<file path="src/rtl/mem_stage.sv">
// Memory stage that splits each 32-bit load/store into two 16-bit SRAM half-accesses.
// Optional macro SRAM_RANGE_CHECK_EN adds an out-of-range guard with a sticky addr_err flag.
module mem_stage #(
    parameter int SRAM_WAIT = 3
) (
    input  logic        clk,
    input  logic        rst,
    input  logic        MEM_R_EN,
    input  logic        MEM_W_EN,
    input  logic [31:0] ALU_result,
    input  logic [31:0] Val_Rm,
    output logic [31:0] mem_read_value,
    output logic        ready,
    output logic        freeze,
    output logic [17:0] SRAM_ADDR,
    output logic [15:0] SRAM_DQ_out,
    input  logic [15:0] SRAM_DQ_in,
    output logic        SRAM_DQ_oe,
    output logic        SRAM_WE_N,
    output logic        addr_err
);

    localparam logic [1:0] IDLE = 2'd0;
    localparam logic [1:0] LO   = 2'd1;
    localparam logic [1:0] HI   = 2'd2;
    localparam logic [1:0] DONE = 2'd3;
    localparam logic [3:0] LAST = 4'(SRAM_WAIT - 1);

    logic [1:0]  state_reg;
    logic [1:0]  state_next;
    logic [3:0]  cnt_reg;
    logic [3:0]  cnt_next;
    logic        op_write_reg;
    logic        request;
    logic        phase_last;
    logic        in_access;
    logic        strobe;
    logic        out_of_range;
    logic [31:0] w;
    logic        unused_bits;

    assign request    = MEM_R_EN | MEM_W_EN;
    assign w          = ALU_result - 32'd1024;
    assign phase_last = (cnt_reg == LAST);

`ifdef SRAM_RANGE_CHECK_EN
    // Negative offsets also land here because w is treated as unsigned.
    assign out_of_range = |w[31:19];
    assign unused_bits  = ^w[1:0];
`else
    assign out_of_range = 1'b0;
    assign unused_bits  = ^{w[31:19], w[1:0]};
`endif

    always_comb begin
        state_next = state_reg;
        cnt_next   = cnt_reg;
        case (state_reg)
            IDLE: begin
                if (request) begin
                    cnt_next   = 4'd0;
                    state_next = out_of_range ? DONE : LO;
                end
            end
            LO: begin
                if (phase_last) begin
                    cnt_next   = 4'd0;
                    state_next = HI;
                end else begin
                    cnt_next = cnt_reg + 4'd1;
                end
            end
            HI: begin
                if (phase_last) begin
                    cnt_next   = 4'd0;
                    state_next = DONE;
                end else begin
                    cnt_next = cnt_reg + 4'd1;
                end
            end
            default: state_next = IDLE;
        endcase
    end

    always_ff @(posedge clk or posedge rst) begin
        if (rst) begin
            state_reg      <= IDLE;
            cnt_reg        <= 4'd0;
            op_write_reg   <= 1'b0;
            mem_read_value <= 32'd0;
        end else begin
            state_reg <= state_next;
            cnt_reg   <= cnt_next;
            if (state_reg == IDLE && request) begin
                op_write_reg <= MEM_W_EN;
                // A rejected load must not leave stale data behind.
                if (out_of_range && !MEM_W_EN)
                    mem_read_value <= 32'd0;
            end
            if (!op_write_reg && phase_last) begin
                if (state_reg == LO)
                    mem_read_value[15:0] <= SRAM_DQ_in;
                if (state_reg == HI)
                    mem_read_value[31:16] <= SRAM_DQ_in;
            end
        end
    end

`ifdef SRAM_RANGE_CHECK_EN
    logic addr_err_reg;

    always_ff @(posedge clk or posedge rst) begin
        if (rst)
            addr_err_reg <= 1'b0;
        else if (state_reg == IDLE && request && out_of_range)
            addr_err_reg <= 1'b1;
    end

    assign addr_err = addr_err_reg;
`else
    assign addr_err = 1'b0;
`endif

    // Strobes derive purely from registered state so reset drops them at once.
    assign in_access   = (state_reg == LO) || (state_reg == HI);
    assign strobe      = in_access && op_write_reg;
    assign ready       = ((state_reg == IDLE) && !request) || (state_reg == DONE);
    assign freeze      = ~ready;
    assign SRAM_ADDR   = in_access ? {w[18:2], (state_reg == HI)} : 18'd0;
    assign SRAM_WE_N   = ~strobe;
    assign SRAM_DQ_oe  = strobe;
    assign SRAM_DQ_out = !strobe ? 16'd0 :
                         (state_reg == HI) ? Val_Rm[31:16] : Val_Rm[15:0];

endmodule

</file>
<file path="config.mk">
export PLATFORM = sky130hd
export DESIGN_NAME = mem_stage
export DESIGN_NICKNAME = d
export VERILOG_FILES = /design/src/rtl/mem_stage.sv
export SDC_FILE = /design/constraint.sdc
export NUM_CORES = 1
export LEC_CHECK = 0
export CORE_AREA = 10 10 106 79
export CTS_CLUSTER_SIZE = 28
export DETAILED_ROUTE_END_ITERATION = 16
export DIE_AREA = 0 0 116 89
export PLACE_DENSITY = 0.85
export REMOVE_ABC_BUFFERS = 1
export SYNTH_ARGS = -nofsm -noshare
export SYNTH_HDL_FRONTEND = slang
export SYNTH_SLANG_ARGS = --single-unit
</file>
<file path="constraint.sdc">
create_clock -name clk -period 2 [get_ports clk]
set_input_delay 0.3 -clock clk [delete_from_list [all_inputs] [get_ports clk]]
set_output_delay 0.3 -clock clk [all_outputs]
set_load 0.02 [all_outputs]
</file>
Yosys cells after proc, flatten, opt, wreduce, memory -nomap -nowiden
Index checks and enable logic that the tools add are counted.

operators by class
  $add $sub $neg = 2
  equal/unequal tests = 7
  multiplexer cells = 10
  bitwise logic cells = 3
  reductions and logical operators = 15

operators with widths
  kind                                                 count
  2-to-1 mux 16 bit                                    2
  subtractor 19 x 11 -> 19 bit, second input constant  1
  2-to-1 mux 18 bit                                    1
  2-to-1 mux 4 bit                                     2
  case mux 4 bit (2 select lines)                      1
  2-to-1 mux 2 bit                                     3
  inequality test 2 bit, second input constant         3
  case mux 2 bit (3 select lines)                      1
  AND reduction 2 bit                                  3
  adder 4 x 1 -> 4 bit, second input constant          1
  equality test 2 bit, second input constant           2
  equality test 4 x 2 -> 1 bit, second input constant  1
  logical AND 1 bit                                    4
  AND reduction 3 bit                                  1
  equality test 2 x 1 -> 1 bit, second input constant  1
  zero test 1 bit                                      2
  zero test 2 bit                                      1
  logical OR 1 bit                                     2
  inverter 1 bit                                       2
  nonzero test 2 bit                                   1
  OR reduction 2 bit                                   1
  OR 1 bit                                             1

word-level totals
  register bits = 39
  output and inout bits = 71
  logic and storage cells = 42

Longest topological paths before layout
Gate-level depths: netlist of the first run.

  word-level depth = 5
  depth in mapped cells = 6
  gate-level depth less buffers = 5

Least setup slack after synthesis of the first run
OpenSTA, ideal clock, no wires.

  path kind = reg2out
  start point = reg state_reg[0]
  end point = out SRAM_DQ_out[10]
  arrival = 1.719 ns
  required time = 1.700 ns
  slack = -0.019 ns
  stages on the path, launching flop included = 7
  buffers on the path = 2
  path through = dfrtp_1 > inv_1 > ha_1 > buf_2 > buf_2 > mux2i_1 > nor2_1

on the way
  longest elaborated chain between the ends = 4
  elaborated cells between the ends (all ways) = 6
  those cells by class = eq/ne (2); mux (2); reduce/logical (2)

RTL lines
  item                                                                 RTL line  RTL
  start: declaration                                                   29        logic [1:0] state_reg;
  start signal: assignment                                             92        state_reg <= state_next;
  equality test 2 x 1 -> 1 bit or equality test 2 bit (tied branches)  125, 133
  logical OR 1 bit                                                     125       assign in_access = (state_reg == LO) || (state_reg == HI);
  logical AND 1 bit                                                    126       assign strobe = in_access && op_write_reg;
  2-to-1 mux 16 bit *                                                  132       assign SRAM_DQ_out = !strobe ? 16'd0 :
  end: declaration                                                     16        output logic [15:0] SRAM_DQ_out,

Mark *: on every way between the ends. The rest lies on a longest branch, timed or not.

Final worst setup path of the first run
  start point = in ALU_result[11]
  end point = out SRAM_ADDR[14]

on the way
  longest elaborated chain between the ends = 2

RTL lines
  item                          RTL line  RTL
  start: declaration            10        input logic [31:0] ALU_result,
  subtractor 19 x 11 -> 19 bit  43        assign w = ALU_result - 32'd1024;
  2-to-1 mux 18 bit             129       assign SRAM_ADDR = in_access ? {w[18:2], (state_reg == HI)} : 18'd0;
  end: declaration              15        output logic [17:0] SRAM_ADDR,

Every way passes these cells.

==> results of run 1 <==
cell usage in the layout, fill, tap and decap left out, types with 8 or more instances in the layout:
cell,count
nand2_1,8
clkdlybuf4s50_1,96
dfrtp_1,39
and2_1,8
nor2_1,22
clkbuf_2,12
mux2i_1,21
inv_1,10
buf_4,19
mux2_2,32
buf_2,22
critical path: stages:
cell             delay (ps)
clkdlybuf4s15_1         180
or4_4                   530
or3_4                   350
a21oi_2                 150
buf_6                   130
worst min path at each step:
stage / startpoint / to / slack, ps
after floorplan: MEM_W_EN / op_write_reg / 440
after global placement: mem_read_value[20] / mem_read_value[20] / 490
final: rst / mem_read_value[11] / 430
after detailed placement: mem_read_value[7] / mem_read_value[7] / 490
after global routing: rst / mem_read_value[11] / 490
after CTS: rst / state_reg[1] / 450
logic make-up after synthesis:
kind of cell	after synthesis	share of synthesized area
AND/OR/NAND/NOR	57	0.141
multiplexers	53	0.263
flip-flops	39	0.450
buffers and inverters	19	0.0427
AO/OA/AOI/OAI	15	0.0468
adder cells (fa/ha/maj)	8	0.0462
XOR/XNOR	2	0.00808
other	1	0.00173
through the flow:
stage | hold slack, ps | instances | setup TNS, ps
2_1_floorplan | 440 | 186 | -5150
3_3_place_gp | 487 | 425 | -5130
3_5_place_dp | 493 | 425 | -6000
4_1_cts | 450 | 433 | -39.2
5_1_grt | 488 | 435 | -62.6
6_report | 427 | 435 | 0
cell type report:
type,instances,area [um^2]
Fill cell,575,2740
Timing Repair Buffer,160,1420
Multi-Input combinational cell,136,1150
Sequential cell,39,976
Tap cell,81,101
Clock buffer,7,76.3
Inverter,11,41.3
Clock inverter,1,5.00
per-layer routing:
layer  share of wire  GRT usage  up-vias  routed length, um
met5               0          0        -                  0
met4          0.0030     0.0204        0                 22
met3           0.080     0.0423        2                595
met2            0.51      0.249       96               3790
met1            0.41      0.147      963               3030
li1                -          -      981                  -
report_power, final:
part	leakage [nW]	internal, mW	switching (mW)
combinational	1.22	1.98	2.22
clock	0.0422	0.245	0.261
sequential	0.462	1.18	0.219
timing repair:
action | CTS | global route
pin swaps | 3 | 4
hold buffers | 0 | 0
gates cloned | 0 | 1
endpoints found under the setup margin | 38 | 34
resized for setup | 105 | 45
setup buffers | 0 | 1
==> flow_summary.json, run 1 <==
{
  "fin_crit_sh": 0.973,
  "synth_top_area_share": 0.450,
  "firstDrtPassIters": 4,
  "gp_congestion": 0.743,
  "drc": 0,
  "synth_common_cells": "39 x dfrtp_1, 32 x mux2_2, 22 x nor2_1",
  "required_ps": 1700,
  "setup_violations": 0,
  "ys_async_sr_fraction": 1.00,
  "fmax_ghz": 0.514,
  "crit_end": "SRAM_ADDR[14]",
  "final_hold_viol_count": 0,
  "synth.avg_cell_area_um2": 11.2,
  "die_y_um": 89,
  "syn_inst": 194,
  "cap_violations": 0,
  "synth_cell_types": 34,
  "power.density_nw_per_um2": 1620,
  "cts_tree": "done",
  "period_needed_ps": 1950,
  "place_area_um2": 3770,
  "dieArea_um2": 10300,
  "initial_core_util": 0.333,
  "initialDrtViolationCount": 48,
  "cts_buffer_depth": 2,
  "synth_edf_count": 0,
  "coreArea_um2": 6510,
  "numCtsBuffers": 5,
  "r2r_setup_slack_ps": 230,
  "grt_util_all_layers": 0.133,
  "synth_top_area_cell": "dfrtp_1",
  "reg2reg_to": "mem_read_value[30]",
  "overflow": 0,
  "die_w_um": 116,
  "vias_per_cell": 4.69,
  "first_global_vias": 2148,
  "drive_above_1_share": 0.311,
  "crit_type": "in2out",
  "fin_total_pwr_mw": 6.11,
  "slew_violations": 0,
  "routed_wl_mm": 7.44,
  "grt_pass1_wl_mm": 11.0,
  "insertedDiodeCount": 0,
  "synth_area_leaders": "dfrtp_1 45%, mux2_2 17%, mux2i_1 9.7%, ha_1 4.6%, nor2_1 3.8%",
  "cp-startpoint": "ALU_result[11]",
  "status": "complete, no violations",
  "clk_latency_ps": 280,
  "design_area_um2": 3770,
  "synth_seq_cells": 39,
  "reg2reg_depth": 5,
  "clock-skew-final_ps": 9.30,
  "fin_nets": 445,
  "largest_reg_flops": 32,
  "preCtsSetupSlack_ps": -733,
  "utilization": 0.579,
  "wl_per_cell_um": 17.1,
  "end_kind": "output port",
  "path_clk_slew_ps": 70,
  "ir_worst_vdd_v": 0.000584,
  "rsz0062_at_grt": "yes",
  "rr_startpoint": "cnt_reg[0]",
  "p_leak_nw": 1.72,
  "setup_ws_ps": 54.5,
  "yosysWarnings": 0,
  "ys_seq_area_frac": 0.450,
  "ys.flop_type": "dfrtp_1",
  "cts-root-buf": "clkbuf_8",
  "ant_nets": 0,
  "grt_max_degree": 40,
  "worst-path-max-fanout": 4,
  "clock_sinks": 39,
  "syn_area_um2": 2170,
  "post-dp-hpwl_mm": 6.03,
  "area_growth_pct": 73.9,
  "antenna_found_initial": 0,
  "worstPathArrival_ps": 1650,
  "num_vias": 2042,
  "numPortBuffers": 138,
  "cp-start-kind": "input pin",
  "synth.most_common_cell": "dfrtp_1",
  "hold_class": "in2async",
  "ios": 155,
  "htree_levels": 2,
  "core.rowCount": 25
}
Power figures use the tool's default switching activity.
==> run 2: changes to the inputs <==
--- a/config.mk
+++ b/config.mk
@@ -5,11 +5,11 @@
 export SDC_FILE = /design/constraint.sdc
 export NUM_CORES = 1
 export LEC_CHECK = 0
-export CORE_AREA = 10 10 106 79
+export CORE_AREA = 10 10 102 77
 export CTS_CLUSTER_SIZE = 28
 export DETAILED_ROUTE_END_ITERATION = 16
-export DIE_AREA = 0 0 116 89
-export PLACE_DENSITY = 0.85
+export DIE_AREA = 0 0 112 87
+export PLACE_DENSITY = 0.9
 export REMOVE_ABC_BUFFERS = 1
 export SYNTH_ARGS = -nofsm -noshare
 export SYNTH_HDL_FRONTEND = slang
==> constraint.sdc (replaced) <==
create_clock -name clk -period 2.5 [get_ports clk]
set_input_delay 0.375 -clock clk [delete_from_list [all_inputs] [get_ports clk]]
set_output_delay 0.375 -clock clk [all_outputs]
set_load 0.02 [all_outputs]
==> flow_summary.json, run 2 (same netlist as run 1, synthesis figures left out) <==
{
  "grt_busiest_layer": "met2",
  "critPathTopFamily": "simple AND/OR/NAND/NOR gates",
  "numPortBuffers": 138,
  "layout_common_cells": "101 x clkdlybuf4s50_1, 39 x dfrtp_1, 32 x mux2_2",
  "initialDrtViolationCount": 90,
  "gp_congestion": 0.809,
  "preCtsSetupSlack_ps": -343,
  "die_y_um": 87,
  "cts_tree": "done",
  "fmax_ghz": 0.410,
  "area_growth_pct": 74.7,
  "final_hold_viol_count": 0,
  "crit_type": "in2out",
  "core.rowCount": 24,
  "hold_class": "in2async",
  "cts-root-buf": "clkbuf_8",
  "cp_slowest_cell": "or4_4",
  "drc": 0,
  "routed_wl_mm": 7.36,
  "cts_buffer_depth": 2,
  "fin_crit_sh": 0.977,
  "grt_use_met1": 0.146,
  "grt_util_all_layers": 0.140,
  "antenna_found_initial": 0,
  "ir_worst_vdd_v": 0.000605,
  "htree_levels": 2,
  "worstPathArrival_ps": 2070,
  "critPathMaxStageDelay_ps": 590,
  "status": "complete, no violations",
  "crit_chain": "clkdlybuf4s50_1 -> or4_4 -> nor4_4 -> mux2i_1 -> clkdlybuf4s15_2",
  "worst-path-max-fanout": 4,
  "firstDrtPassIters": 4,
  "first_global_vias": 2075,
  "clk_latency_ps": 280,
  "wl_per_cell_um": 17.5,
  "cp-start-kind": "input pin",
  "critPathBufInv": 2,
  "reg2reg_to": "cnt_reg[2]",
  "insertedDiodeCount": 0,
  "design_area_um2": 3790,
  "cts-hold-fix-buffers": 0,
  "power.density_nw_per_um2": 1270,
  "utilization": 0.634,
  "p_leak_nw": 1.83,
  "r2r_setup_slack_ps": 690,
  "final_common_cell": "clkdlybuf4s50_1",
  "fin_nets": 434,
  "grt_pass1_wl_mm": 11.1,
  "place_area_um2": 3700,
  "initial_core_util": 0.363,
  "vias_per_cell": 4.62,
  "end_kind": "output port",
  "grt_util_met2": 0.269,
  "period_needed_ps": 2440,
  "drive_above_1_share": 0.187,
  "setup_violations": 0,
  "num_vias": 1947,
  "path_clk_slew_ps": 70,
  "ant_nets": 0,
  "largest_reg_flops": 32,
  "post-dp-hpwl_mm": 5.95,
  "ios": 155,
  "rr_startpoint": "state_reg[0]",
  "finalSetupTns_ps": 0,
  "clock-skew-final_ps": 2.42,
  "slew_violations": 0,
  "numCtsBuffers": 5,
  "clock_sinks": 39,
  "dieArea_um2": 9740,
  "grt_use_met3": 0.0434,
  "cap_violations": 0,
  "coreArea_um2": 5980,
  "overflow": 0,
  "die_w_um": 112,
  "setup_ws_ps": 58.6,
  "whs_ps": 504,
  "grt_max_degree": 40,
  "required_ps": 2120,
  "reg2reg_depth": 6
}
## run 2: cell count changes in the layout (fill, tap and decap cells not counted), sizes merged
cell	before	now
dlygate4sd2	3	21
clkdlybuf4s15	4	1
buf	44	12
dlymetal6s2s	0	11
clkdlybuf4s50	96	101
clkbuf	20	10
## run 2: where the power goes
part           total [mW]  switching, mW  internal, mW
registers            1.12          0.180         0.942
clock network       0.400          0.204         0.196
logic                3.28           1.71          1.57
total                4.80           2.10          2.70
## run 2: per-layer routing
| layer | part of all wire | routed length (um) |
|---|---|---|
| met1 | 0.40 | 2930 |
| met2 | 0.53 | 3930 |
| met3 | 0.058 | 429 |
| met4 | 0.010 | 77 |
| met5 | 0 | 0 |
## run 2: area by class of cell
class | count | area [um^2]
clock buffer | 7 | 76.3
clock inverter | 1 | 5.00
fill | 476 | 2190
inverter | 11 | 41.3
multi-input combinational | 136 | 1120
sequential | 39 | 976
tap | 78 | 97.6
timing repair buffer | 149 | 1470
## run 2: worst max path at each step
stage,from,to,slack [ps],cells past startpoint
2_1_floorplan,state_reg[0],SRAM_DQ_out[0],300,4
3_3_place_gp,ALU_result[13],SRAM_ADDR[16],-310,5
3_5_place_dp,ALU_result[13],SRAM_ADDR[16],-340,5
4_1_cts,ALU_result[13],SRAM_ADDR[16],5,5
5_1_grt,ALU_result[13],SRAM_ADDR[16],-20,5
6_report,ALU_result[13],SRAM_ADDR[16],60,5
## run 2: worst register-to-register path: stages (launching register included)
cell and delay [ps]:
dfrtp_1 400, inv_1 90, ha_1 240, nor3b_2 170, buf_4 150, or2_2 310
o41ai_1 330
## run 2: per-stage QoR
stage                     instances  power (mW)
after floorplan                 186        2.88
after CTS                       421        4.90
after global placement          413        4.54
after detailed placement        413        4.64
final                           421        4.80
after global routing            421        5.10
## run 2: timing repair
item | 4_1_cts | 5_1_grt
hold endpoints to repair | 0 | 0
resized for setup | 30 | 21
setup endpoints to repair | 26 | 16
buffers inserted | 0 | 0
